`src/rtl/key64_scan_if.sv`:
```
// key64_scan_if: key-event valid/ready channel.
// The master is the event producer (key64_scan); the slave is the consumer.
interface key64_scan_if;
  logic       ev_valid;
  logic [6:0] ev_data;
  logic       ev_ready;

  modport master (output ev_valid, output ev_data, input ev_ready);
  modport slave  (input ev_valid, input ev_data, output ev_ready);
endinterface

```
`src/rtl/key64_scan.sv`:
```
// key64_scan: 8x8 key-matrix scanner with two-frame debounce and an event queue.
// Optional build macro KEY64_SCAN_EVFIFO_EN: 4-entry first-word-fall-through
// event FIFO; without it a single holding register stores one event.
module key64_scan #(
  parameter int unsigned SCANDIV = 5000
) (
  input  logic        clk,
  input  logic        rst,
  output logic [7:0]  col_n,
  input  logic [7:0]  row_n,
  output logic [63:0] keys,
  key64_scan_if.master ev,
  output logic        ovf
);

  typedef enum logic {ST_DWELL, ST_CHECK} state_e;

  logic [7:0]  row_s1_q, row_s2_q;
  logic [15:0] cnt_q, cnt_d;
  logic [2:0]  col_q;
  logic [7:0]  col_n_q;
  state_e      state_q;
  logic [2:0]  chk_col_q, chk_row_q;
  logic [7:0]  samp_q;
  logic [63:0] keys_q, raw_q;
  logic        ovf_q;

  logic        last_dwell;
  logic [5:0]  chk_idx;
  logic        new_bit;
  logic        gen;
  logic [6:0]  gen_data;

  // Dwell timing and the per-row debounce decision for the row under check.
  always_comb begin
    last_dwell = (cnt_q == 16'(SCANDIV - 1));
    cnt_d      = last_dwell ? '0 : cnt_q + 16'd1;
    chk_idx    = {chk_col_q, chk_row_q};
    new_bit    = samp_q[chk_row_q];
    gen        = (state_q == ST_CHECK) && (new_bit == raw_q[chk_idx])
                 && (new_bit != keys_q[chk_idx]);
    gen_data   = {new_bit, chk_col_q, chk_row_q};
  end

  // Two-flop synchronizer for the asynchronous row inputs.
  always_ff @(posedge clk or negedge rst) begin
    if (!rst) begin
      row_s1_q <= '1;
      row_s2_q <= '1;
    end else begin
      row_s1_q <= row_n;
      row_s2_q <= row_s1_q;
    end
  end

  // Column scan plus DWELL/CHECK FSM; the check of one column runs during
  // the next column's dwell so column advance is never held off.
  always_ff @(posedge clk or negedge rst) begin
    if (!rst) begin
      cnt_q     <= '0;
      col_q     <= '0;
      col_n_q   <= 8'hFE;
      state_q   <= ST_DWELL;
      chk_col_q <= '0;
      chk_row_q <= '0;
      samp_q    <= '0;
      keys_q    <= '0;
      raw_q     <= '0;
    end else begin
      cnt_q <= cnt_d;
      if (last_dwell) begin
        col_q   <= col_q + 3'd1;
        col_n_q <= {col_n_q[6:0], col_n_q[7]};
      end
      case (state_q)
        ST_DWELL: begin
          if (last_dwell) begin
            samp_q    <= ~row_s2_q;
            chk_col_q <= col_q;
            chk_row_q <= '0;
            state_q   <= ST_CHECK;
          end
        end
        ST_CHECK: begin
          raw_q[chk_idx] <= new_bit;
          if (gen) keys_q[chk_idx] <= new_bit;
          chk_row_q <= chk_row_q + 3'd1;
          if (chk_row_q == 3'd7) state_q <= ST_DWELL;
        end
        default: state_q <= ST_DWELL;
      endcase
    end
  end

  logic pop;

`ifdef KEY64_SCAN_EVFIFO_EN
  logic [6:0] fifo_q [4];
  logic [1:0] wr_q, rd_q;
  logic [2:0] fill_q;
  logic       push_ok;

  // A full FIFO still accepts a push when the head is popped the same clock.
  always_comb begin
    pop     = (fill_q != 3'd0) && ev.ev_ready;
    push_ok = gen && ((fill_q != 3'd4) || pop);
  end

  // Event FIFO storage, pointers, occupancy and sticky overflow.
  always_ff @(posedge clk or negedge rst) begin
    if (!rst) begin
      for (int unsigned i = 0; i < 4; i++) fifo_q[i] <= '0;
      wr_q   <= '0;
      rd_q   <= '0;
      fill_q <= '0;
      ovf_q  <= 1'b0;
    end else begin
      if (pop) rd_q <= rd_q + 2'd1;
      if (push_ok) begin
        fifo_q[wr_q] <= gen_data;
        wr_q         <= wr_q + 2'd1;
      end else if (gen) begin
        ovf_q <= 1'b1;
      end
      case ({push_ok, pop})
        2'b10:   fill_q <= fill_q + 3'd1;
        2'b01:   fill_q <= fill_q - 3'd1;
        default: fill_q <= fill_q;
      endcase
    end
  end

  assign ev.ev_valid = (fill_q != 3'd0);
  assign ev.ev_data  = fifo_q[rd_q];
`else
  logic [6:0] hold_q;
  logic       valid_q;

  always_comb pop = valid_q && ev.ev_ready;

  // Single holding register; a push on the accepting clock replaces the event.
  always_ff @(posedge clk or negedge rst) begin
    if (!rst) begin
      hold_q  <= '0;
      valid_q <= 1'b0;
      ovf_q   <= 1'b0;
    end else begin
      if (gen && (!valid_q || pop)) begin
        hold_q  <= gen_data;
        valid_q <= 1'b1;
      end else begin
        if (gen) ovf_q <= 1'b1;
        if (pop) valid_q <= 1'b0;
      end
    end
  end

  assign ev.ev_valid = valid_q;
  assign ev.ev_data  = hold_q;
`endif

  assign col_n = col_n_q;
  assign keys  = keys_q;
  assign ovf   = ovf_q;

endmodule

```
`src/flat_wrapper.sv`:
```
// flat-port wrapper written by rule: the top's interface ports become plain ports
module key64_scan_flat 
#(
  parameter int unsigned SCANDIV = 5000
)
  (clk, rst, col_n, row_n, keys, ovf, ev_ev_valid, ev_ev_data, ev_ev_ready);
  key64_scan_if ev_i ();
  input  logic clk;
  input  logic rst;
  output logic [7:0] col_n;
  input  logic [7:0] row_n;
  output logic [63:0] keys;
  output logic ovf;
  output wire logic [$bits(ev_i.ev_valid)-1:0] ev_ev_valid;
  output wire logic [$bits(ev_i.ev_data)-1:0] ev_ev_data;
  input wire logic [$bits(ev_i.ev_ready)-1:0] ev_ev_ready;
  assign ev_ev_valid = ev_i.ev_valid;
  assign ev_ev_data = ev_i.ev_data;
  assign ev_i.ev_ready = ev_ev_ready;
  key64_scan #(.SCANDIV(SCANDIV)) u_core (.clk(clk), .rst(rst), .col_n(col_n), .row_n(row_n), .keys(keys), .ev(ev_i), .ovf(ovf));
endmodule
```
`config.mk`:
```
export PLATFORM = sky130hd
export DESIGN_NAME = key64_scan_flat
export DESIGN_NICKNAME = d
export VERILOG_FILES = /design/src/rtl/key64_scan_if.sv /design/src/rtl/key64_scan.sv /design/src/flat_wrapper.sv
export SDC_FILE = /design/constraint.sdc
export NUM_CORES = 1
export LEC_CHECK = 0
export CAP_MARGIN = 10
export CORE_MARGIN = 4
export CORE_UTILIZATION = 62
export DETAILED_ROUTE_END_ITERATION = 7
export PLACE_DENSITY = 0.93
export SKIP_CTS_REPAIR_TIMING = 1
export SYNTH_ARGS = -nofsm -noshare
export SYNTH_HDL_FRONTEND = slang
export SYNTH_SLANG_ARGS = --single-unit
```
`constraint.sdc`:
```
create_clock -name clk -period 6 [get_ports clk]
set_clock_uncertainty 0.15 [all_clocks]
set_input_delay 0.9 -clock clk [delete_from_list [all_inputs] [get_ports clk]]
set_output_delay 0.9 -clock clk [all_outputs]
set_load 0.05 [all_outputs]
```
### After elaboration in Yosys (flattened, before gate mapping)

Cells that the tools add are included.
Widths: inputs -> output; s select.

* memories kept: 0
* output and inout port bits: 81
* memory bits (writable): 0
* bits in read-only memories: 0
* input bits: 11
* flip-flop bits (word level): 195
* latch bits: 0

* divide/modulo/power cells: 0
* multiply operators: 0
* equality and inequality tests: 5
* reduce and logical (&&, ||, !) cells: 11
* shift-type cells: 0
* multiplexer cells: 18
* bitwise logic cells: 3
* order comparisons: 3
* add/sub/neg operators: 3

Operator list (count)
* $bwmux 64: 2
* $add 16x1->16 const B: 1
* $eq 16x13->1 const B: 1
* $mux 16: 1
* $bmux 1 s6: 2
* $mux 1: 8
* $not 8->8: 1
* $lt 6x7->1 const B: 1
* $add 3x1->3 const B: 2
* $demux 1 s6: 1
* $ge 6x1->1 const B: 1
* $pmux 3 s2: 1
* $reduce_and 2->1: 3
* $logic_and 1x1->1: 5
* $lt 3x4->1 const B: 1
* $bmux 1 s3: 1
* $eq 3x3->1 const B: 1
* $mux 3: 1
* $ne 2x1->1 const B: 1
* $not 1->1: 2
* $pmux 1 s2: 1
* $reduce_bool 2->1: 1
* $eq 1x1->1: 1
* $logic_not 1->1: 1
* other kinds (2): 2

### Depth between registers and ports, before layout

Gate-level depths: netlist of run 1.

* depth after elaboration: 8
* mapped depth: 12
* depth with buffers taken out: 7

### Worst setup path before layout of run 1

No wires, ideal clock.

* path kind: reg-to-reg
* start: register u_core.chk_row_q[0]
* end: register u_core.hold_q[0], in the netlist u_core.ev.ev_data[0]
* arrival time: 3.014 ns
* path slack: 2.708 ns
* cell stages (with the launch flop): 9
* required time: 5.722 ns
* buffers on the path: 1
* cells stage by stage: dfrtp_1 -> buf_2 -> mux4_2 -> mux2_2 -> a222oi_1 -> nand4_1 -> or4_1 -> mux2i_2 -> mux2_1

* cells in the longest elaborated chain, start to end: 6
* elaborated cells between the ends (all ways): 11
* those cells by class: eq/ne (2); mux (6); reduce/logical (3)

RTL lines
* start, declared: RTL line key64_scan.sv:23 `logic [2:0] chk_col_q, chk_row_q;`
* start signal, assigned: RTL line key64_scan.sv:87 `chk_row_q <= chk_row_q + 3'd1;`
* $bmux 1 s6 or $bmux 1 s3 (tied branches): RTL line key64_scan.sv:40, key64_scan.sv:39
* $mux 1, on equally long branches: RTL line key64_scan.sv:40, key64_scan.sv:39
* $eq 1x1->1: RTL line key64_scan.sv:40 `gen = (state_q == ST_CHECK) && (new_bit == raw_q[chk_idx])`
* $logic_and 1x1->1: RTL line key64_scan.sv:40
* $logic_and 1x1->1: RTL line key64_scan.sv:41 `&& (new_bit != keys_q[chk_idx]);`
* $logic_and 1x1->1: RTL line key64_scan.sv:148 `if (gen && (!valid_q || pop)) begin`
* end signal, assigned: RTL line key64_scan.sv:149 `hold_q <= gen_data;`
* end, declared: RTL line key64_scan.sv:136 `logic [6:0] hold_q;`

Parallel ways exist; a longest one is shown, timed or not. The select of a mux whose other input is x is not followed.
A chain may end at the register's enable or synchronous reset.

### Final worst setup path of run 1

* start: register u_core.chk_row_q[0]
* end: register u_core.keys_q[16], in the netlist u_core.keys[16]

* cells in the longest elaborated chain, start to end: 6
* elaborated cells between the ends (all ways): 17
* those cells by class: order compare (2); eq/ne (2); mux (9); reduce/logical (4)

RTL lines
* $bmux 1 s6 or $bmux 1 s3 (tied branches): RTL line key64_scan.sv:40, key64_scan.sv:39
* $mux 1, on equally long branches: RTL line key64_scan.sv:40, key64_scan.sv:39
* $eq 1x1->1: RTL line key64_scan.sv:40
* $logic_and 1x1->1: RTL line key64_scan.sv:40
* $logic_and 1x1->1: RTL line key64_scan.sv:41
* $reduce_and 2->1 (no line)
* end signal, assigned by index: RTL line key64_scan.sv:86 `if (gen) keys_q[chk_idx] <= new_bit;`
* end, declared: RTL line key64_scan.sv:25 `logic [63:0] keys_q, raw_q;`

Parallel ways exist; a longest one is shown, timed or not. The select of a mux whose other input is x is not followed.

==> metrics.md, run 1 <==
| Metric | Value |
|---|---|
| Largest net degree at the start of global routing | `between 90 and 100` |
| Antenna cells | `0` |
| WS Path Type | `register to register` |
| CP endpoint kind | `register` |
| Final setup vio count | `0` |
| Xor and xnor area share after synthesis | `1.48%` |
| Max_cap viols | `0` |
| Die area | `17400 um2` |
| Logic pwr share | `1.3%` |
| Layout cells sized above 1 | `10.8%` |
| Post-synth cell types | `59` |
| Clock Sinks | `195` |
| Area growth, synth to finish | `16.0%` |
| Filler cells | `935` |
| Post-synth EDFFs | `0` |
| Leak | `4.33 nW` |
| Total CTS buffers | `17` |
| Period utilisation layout | `74.6%` |
| RSZ-0062 raised after global routing | `false` |
| Die Y | `132 um` |
| GRT overflow | `0` |
| Worst Max-Slew Pin Slew | `around 1200 ps` |
| Layout Nets | `993` |
| Seq. cell area | `4910 um2` |
| Post-Route Utilization | `74.7%` |
| All-Layer GR Usage | `30.6%` |
| Post-DP HPWL | `roughly 17000 um` |
| WL per Instance | `22.7 um` |
| Drt total wl | `26600 um` |
| Fmax | `224 MHz` |
| Die Wd | `about 130 um` |
| Post-Syn Nets | `approximately 950` |
| Core area | `14800 um2` |
| Multi-input gate area | `4250 um2` |
| # DRC | `0` |
| Initial core utilization | `64.4%` |
| Clock power frac | `approximately 46%` |
| ANT nets after route | `0` |
| Post-synthesis mux area share | `8.74%` |
| Clock tree from TritonCTS | `built` |
| Vias per Instance | `7.14` |
| PortBufs | `91` |
| PwrDens | `between 200 and 250 nW/um2` |
| Mean post-synth cell area | `10.1 um2` |
| Sequential-to-total area share from yosys stat | `between 50% and 60%` |
| Post-layout min period | `between 4000 and 5000 ps` |
| Initial antenna violation count | `0` |
| Arr. time, crit path | `between 4000 and 5000 ps` |
| Vias in the first global route | `7927` |
| Placer Congestion | `0.957` |
| Worst-path clk slew | `70 ps` |
| Pint | `0.00194 W` |
| First-pass GRT wire length | `about 43000 um` |
| Synth Flop Type | `dfrtp_1` |
| Worst skew pair latency | `440 ps` |
| Root Buffer | `clkbuf_16` |
| Via count | `8385` |
| Synth Register Bits | `roughly 200` |
| VDD IR max | `0.211 mV` |
| Adder-Cell Fraction of Synth Area | `0.527%` |
| CP required | `6210 ps` |
| I/O pin cnt | `92` |
| NetSw | `0.000562 W` |
| Simple-gate share of the synthesized area | `11.6%` |
| # rows | `44` |
| DRT iter0 DRCs | `1537` |
| Slew HR | `17.0%` |
| Syn Inst Count | `937` |
| Total negative slack | `0 ps` |
| CP max FO | `98` |
| CTS H-tree lvls | `4` |
| Syn. warnings | `0` |
| Synthesized cell area | `9500 um2` |
| Final hold vios | `0` |
| Compound-Gate Fraction of Synth Area | `22.2%` |
| CP Launch Type | `register` |
| FFs w/ async S/R, synth | `100%` |
| Sw frac | `22.4%` |
| Combinational family with the most area after synthesis | `compound AO/OA/AOI/OAI gates` |
| Max-slew violation total from the final report | `0` |
| Hold Crit Class | `register to register` |
| Run status | `complete, no violations` |
| Seq pwr share | `52.9%` |
| Clock tree buffer depth | `2` |
| First-pass iteration count of the detailed router | `6` |
cells in the final DEF, fill, tap and decap left out, types with 23 or more instances in the layout:
cell and instances:
dfstp_2 23, a31oi_1 55, a21oi_1 52, dfrtp_1 170
nand2_1 66, o21ai_1 67, o41ai_1 53, clkdlybuf4s50_1 90
o21ai_0 25, nor2_1 126
sequential cells by signal (all words and copies together) (netlist names):
register / count
u_core.col_q: 3
u_core.chk_col_q: 3
u_core.keys: 64
u_core.col_n: 8
u_core.ovf: 1
u_core.ev.ev_valid: 1
u_core.row_s1_q: 8
u_core.ev.ev_data: 7
u_core.row_s2_q: 8
u_core.state_q: 1
u_core.cnt_q: 16
u_core.raw_q: 64
u_core.chk_row_q: 3
u_core.samp_q: 8
cell usage after synthesis (14+ instances only):
| cell type | n | area [um2] |
|---|---|---|
| o41ai_1 | 53 | 464 |
| mux2_2 | 16 | 180 |
| nand2_1 | 66 | 248 |
| dfrtp_1 | 172 | 4300 |
| dfstp_2 | 23 | 604 |
| nor2_1 | 126 | 473 |
| a21oi_1 | 52 | 260 |
| a31oi_1 | 55 | 344 |
| o21ai_1 | 67 | 335 |
| mux4_2 | 17 | 383 |
| o31ai_1 | 14 | 105 |
| clkbuf_1 | 57 | 214 |
| o21ai_0 | 25 | 125 |
per-layer routing:
| metal | vias to the layer above | wire, um | share of wire, % | global-route usage (%) |
|---|---|---|---|---|
| li1 | 3600 | - | - | - |
| met1 | 4023 | 10200 | 38 | 41.8 |
| met2 | 660 | 12400 | 47 | 47.2 |
| met3 | 102 | 3040 | 11 | 8.24 |
| met4 | 0 | 1030 | 3.9 | 12.3 |
| met5 | - | 0 | 0 | 0 |
logic make-up after synthesis:
| logic type | Yosys count |
|---|---|
| DFF | 195 |
| buffers and inverters | 90 |
| xor gates and xnor gates | 16 |
| AOI/OAI and AO/OA | 319 |
| adders and majority gates | 4 |
| and+or+nand+nor | 255 |
| muxes | 58 |
critical path, stage by stage, from the launching register on:
cell       delay [ps]
dfrtp_2           870
buf_4             470
nor2b_1           170
a22oi_1           230
o221ai_1          130
a2111o_1          500
a2111oi_4         480
buf_4             840
a41oi_1           230
o21ai_1           210
metrics by stage:
stage | hold slack, ps | cell area [um2] | power, W | instances | setup WS (ps)
after detailed placement | 197 | 10400 | 0.00138 | 1143 | 1660
after CTS | 207 | 11000 | 0.00251 | 1175 | 1620
after floorplan | 195 | 9500 | 0.00135 | 937 | 2710
after global placement | 196 | 10400 | 0.00138 | 1143 | 1800
final | 207 | 11000 | 0.00251 | 1175 | 1530
after global routing | 211 | 11000 | 0.00257 | 1175 | 1350
final timing paths:
path	startpoint	to	slack, ps	cells past startpoint
worst max register to register	u_core.chk_row_q[0]	u_core.keys[16]	1530	9
max in group asynchronous	rst	u_core.chk_row_q[0]	4110	2
worst min-delay path	u_core.row_s1_q[4]	u_core.row_s2_q[4]	210	0
worst min register to register	u_core.row_s1_q[4]	u_core.row_s2_q[4]	210	0
worst max-delay path	u_core.chk_row_q[0]	u_core.keys[16]	1530	9
min in group asynchronous	rst	u_core.raw_q[30]	330	1
power by group through the flow:
stage	Sequential, W	Combinational (W)	Clock (W)
finish	0.00133	0.0000320	0.00115
global route	0.00133	0.0000375	0.00120
CTS	0.00133	0.0000337	0.00115
detailed placement	0.00135	0.0000334	0
global placement	0.00135	0.0000332	0
floorplan	0.00135	0.0000000975	0
layout make-up:
type / instances / share of cell area, %
tap: 184 / 2.09
sequential: 195 / 44.6
clock buffer: 20 / 4.14
clock inverter: 12 / 1.27
inverter: 10 / 0.341
timing repair buffer: 102 / 9.05
multi-input combinational: 652 / 38.5
Note: power is estimated with default switching activity, not from simulation.
==> run 2: changes to the inputs <==
- CORE_UTILIZATION: 62 -> 58
- PLACE_DENSITY: 0.93 -> 0.88
- clock period: 6 -> 4.7 ns (I/O delays scaled with it)
==> metrics.md, run 2 (same netlist as run 1, synthesis figures left out) <==
| Metric | Value |
|---|---|
| Layout cells sized above 1 | `between 10 and 15%` |
| Root Buffer | `clkbuf_16` |
| Initial core utilization | `59.6%` |
| Non-filler cells, final | `1213` |
| Run status | `complete, no violations` |
| CP required | `4870 ps` |
| CP endpoint kind | `register` |
| Vias in the first global route | `about 8000` |
| Total CTS buffers | `17` |
| Placer Congestion | `0.946` |
| PwrDens | `286 nW/um2` |
| PortBufs | `between 90 and 100` |
| Post-DP HPWL | `17000 um` |
| Via count | `8338` |
| Leak | `4.38 nW` |
| CP Launch Type | `register` |
| I/O pin cnt | `92` |
| Arr. time, crit path | `around 4000 ps` |
| Max_cap viols | `0` |
| Clock tree buffer depth | `2` |
| # DRC | `0` |
| WS Path Type | `register to register` |
| Worst reg2reg path depth | `8` |
| First-pass GRT wire length | `~43000 um` |
| GRT overflow | `0` |
| All-Layer GR Usage | `29.7%` |
| Layout Nets | `roughly 1000` |
| ANT nets after route | `0` |
| Worst Max-Slew Pin Slew | `between 1000 and 1500 ps` |
| Area growth, synth to finish | `17.3%` |
| Period utilisation layout | `82.0%` |
| Hold path start | `u_core.row_s1_q[0]` |
| DP Area | `~11000 um2` |
| Worst skew pair latency | `450 ps` |
| # rows | `46` |
| Final hold vios | `0` |
| Slew HR | `27.6%` |
| VDD IR max | `0.272 mV` |
| Largest net degree at the start of global routing | `127` |
| Design Area, Final | `roughly 11000 um2` |
| Critical R2R Launch | `u_core.chk_row_q[2]` |
| Fmax | `259 MHz` |
| Worst Hold End | `u_core.row_s2_q[0]` |
| Hold slack | `just over 200 ps` |
| CP max FO | `34` |
| Final setup vio count | `0` |
| Commonest cells after routing, fill and taps aside | `dfrtp_1, nor2_1, clkdlybuf4s50_1, o21ai_1, nand2_1` |
| Antenna cells | `0` |
| Max-slew violation total from the final report | `0` |
| Total negative slack | `0 ps` |
| Vias per Instance | `just under 7` |
| Reg2reg setup slack | `~840 ps` |
| WL per Instance | `~22 um` |
| Hold depth | `0` |
| RSZ-0062 raised after global routing | `false` |
| Power, Total | `0.00319 W` |
| Core area | `~16000 um2` |
| Die Wd | `between 100 and 150 um` |
| Hold Crit Class | `register to register` |
| Commonest non-fill, non-tap cell in the layout | `dfrtp_1` |
| FF-to-FF End | `u_core.ev.ev_data[3]` |
| Drt total wl | `roughly 27000 um` |
| CTS H-tree lvls | `4` |
| Clock tree from TritonCTS | `built` |
| First-pass iteration count of the detailed router | `6` |
| Die Y | `approximately 140 um` |
| Die area | `around 18000 um2` |
| DRT iter0 DRCs | `1118` |
| Post-layout min period | `3860 ps` |
| Placed cell count | `around 1200` |
| Worst-path clk slew | `70 ps` |
| Initial antenna violation count | `0` |
| Clock Sinks | `195` |
-- run 2: cell count changes in the layout (fill, tap and decap cells not counted), sizes merged --
cell / delta
buf: +6
clkinvlp: -1
inv: +1
-- run 2: power breakdown --
part | switching [W] | internal, W
sequential | 0.00000204 | 0.00169
combinational | 0.0000320 | 0.00000917
clock | 0.000687 | 0.000768
-- run 2: worst max-delay path: stages, from the launching register on --
cell      delay, ps
dfrtp_2         840
buf_4           350
mux4_2          320
a22o_1          240
a222oi_1        240
nand4_1         250
or4_1           540
mux2i_2         420
mux2_1          390
-- run 2: worst max path at each step --
stage | startpoint | to | slack, ps | depth (start not counted)
floorplan | u_core.chk_row_q[0] | u_core.ev.ev_data[0] | 1410 | 8
global placement | u_core.chk_row_q[0] | u_core.ev.ev_data[3] | 970 | 9
detailed placement | u_core.chk_row_q[0] | u_core.ev.ev_data[0] | 910 | 9
CTS | u_core.chk_row_q[0] | u_core.ev.ev_data[3] | 870 | 9
global route | u_core.chk_row_q[0] | u_core.ev.ev_data[3] | 670 | 9
finish | u_core.chk_row_q[2] | u_core.ev.ev_data[3] | 840 | 8
-- run 2: layer usage --
layer / wire length (um) / up-vias / GRT usage [%]
met5: 0 / - / 0
met1: 9980 / 4043 / 39.5
met2: 12700 / 591 / 46.8
met3: 2880 / 93 / 7.88
li1: - / 3611 / -
met4: 933 / 0 / 11.6
-- run 2: stage by stage --
stage	utilization, %	setup slack (ps)
final	69.9	844
after global routing	69.9	670
after CTS	69.9	866
after detailed placement	66.2	910
after global placement	66.2	973
after floorplan	-	1410
-- run 2: layout make-up --
class / count / area [um2]
Sequential cell: 195 / 4910
Fill cell: 1135 / 4800
Multi-Input combinational cell: 652 / 4250
Timing Repair Buffer: 108 / 1090
Clock buffer: 20 / 447
Tap cell: 216 / 270
Clock inverter: 12 / 138
Inverter: 10 / 37.5
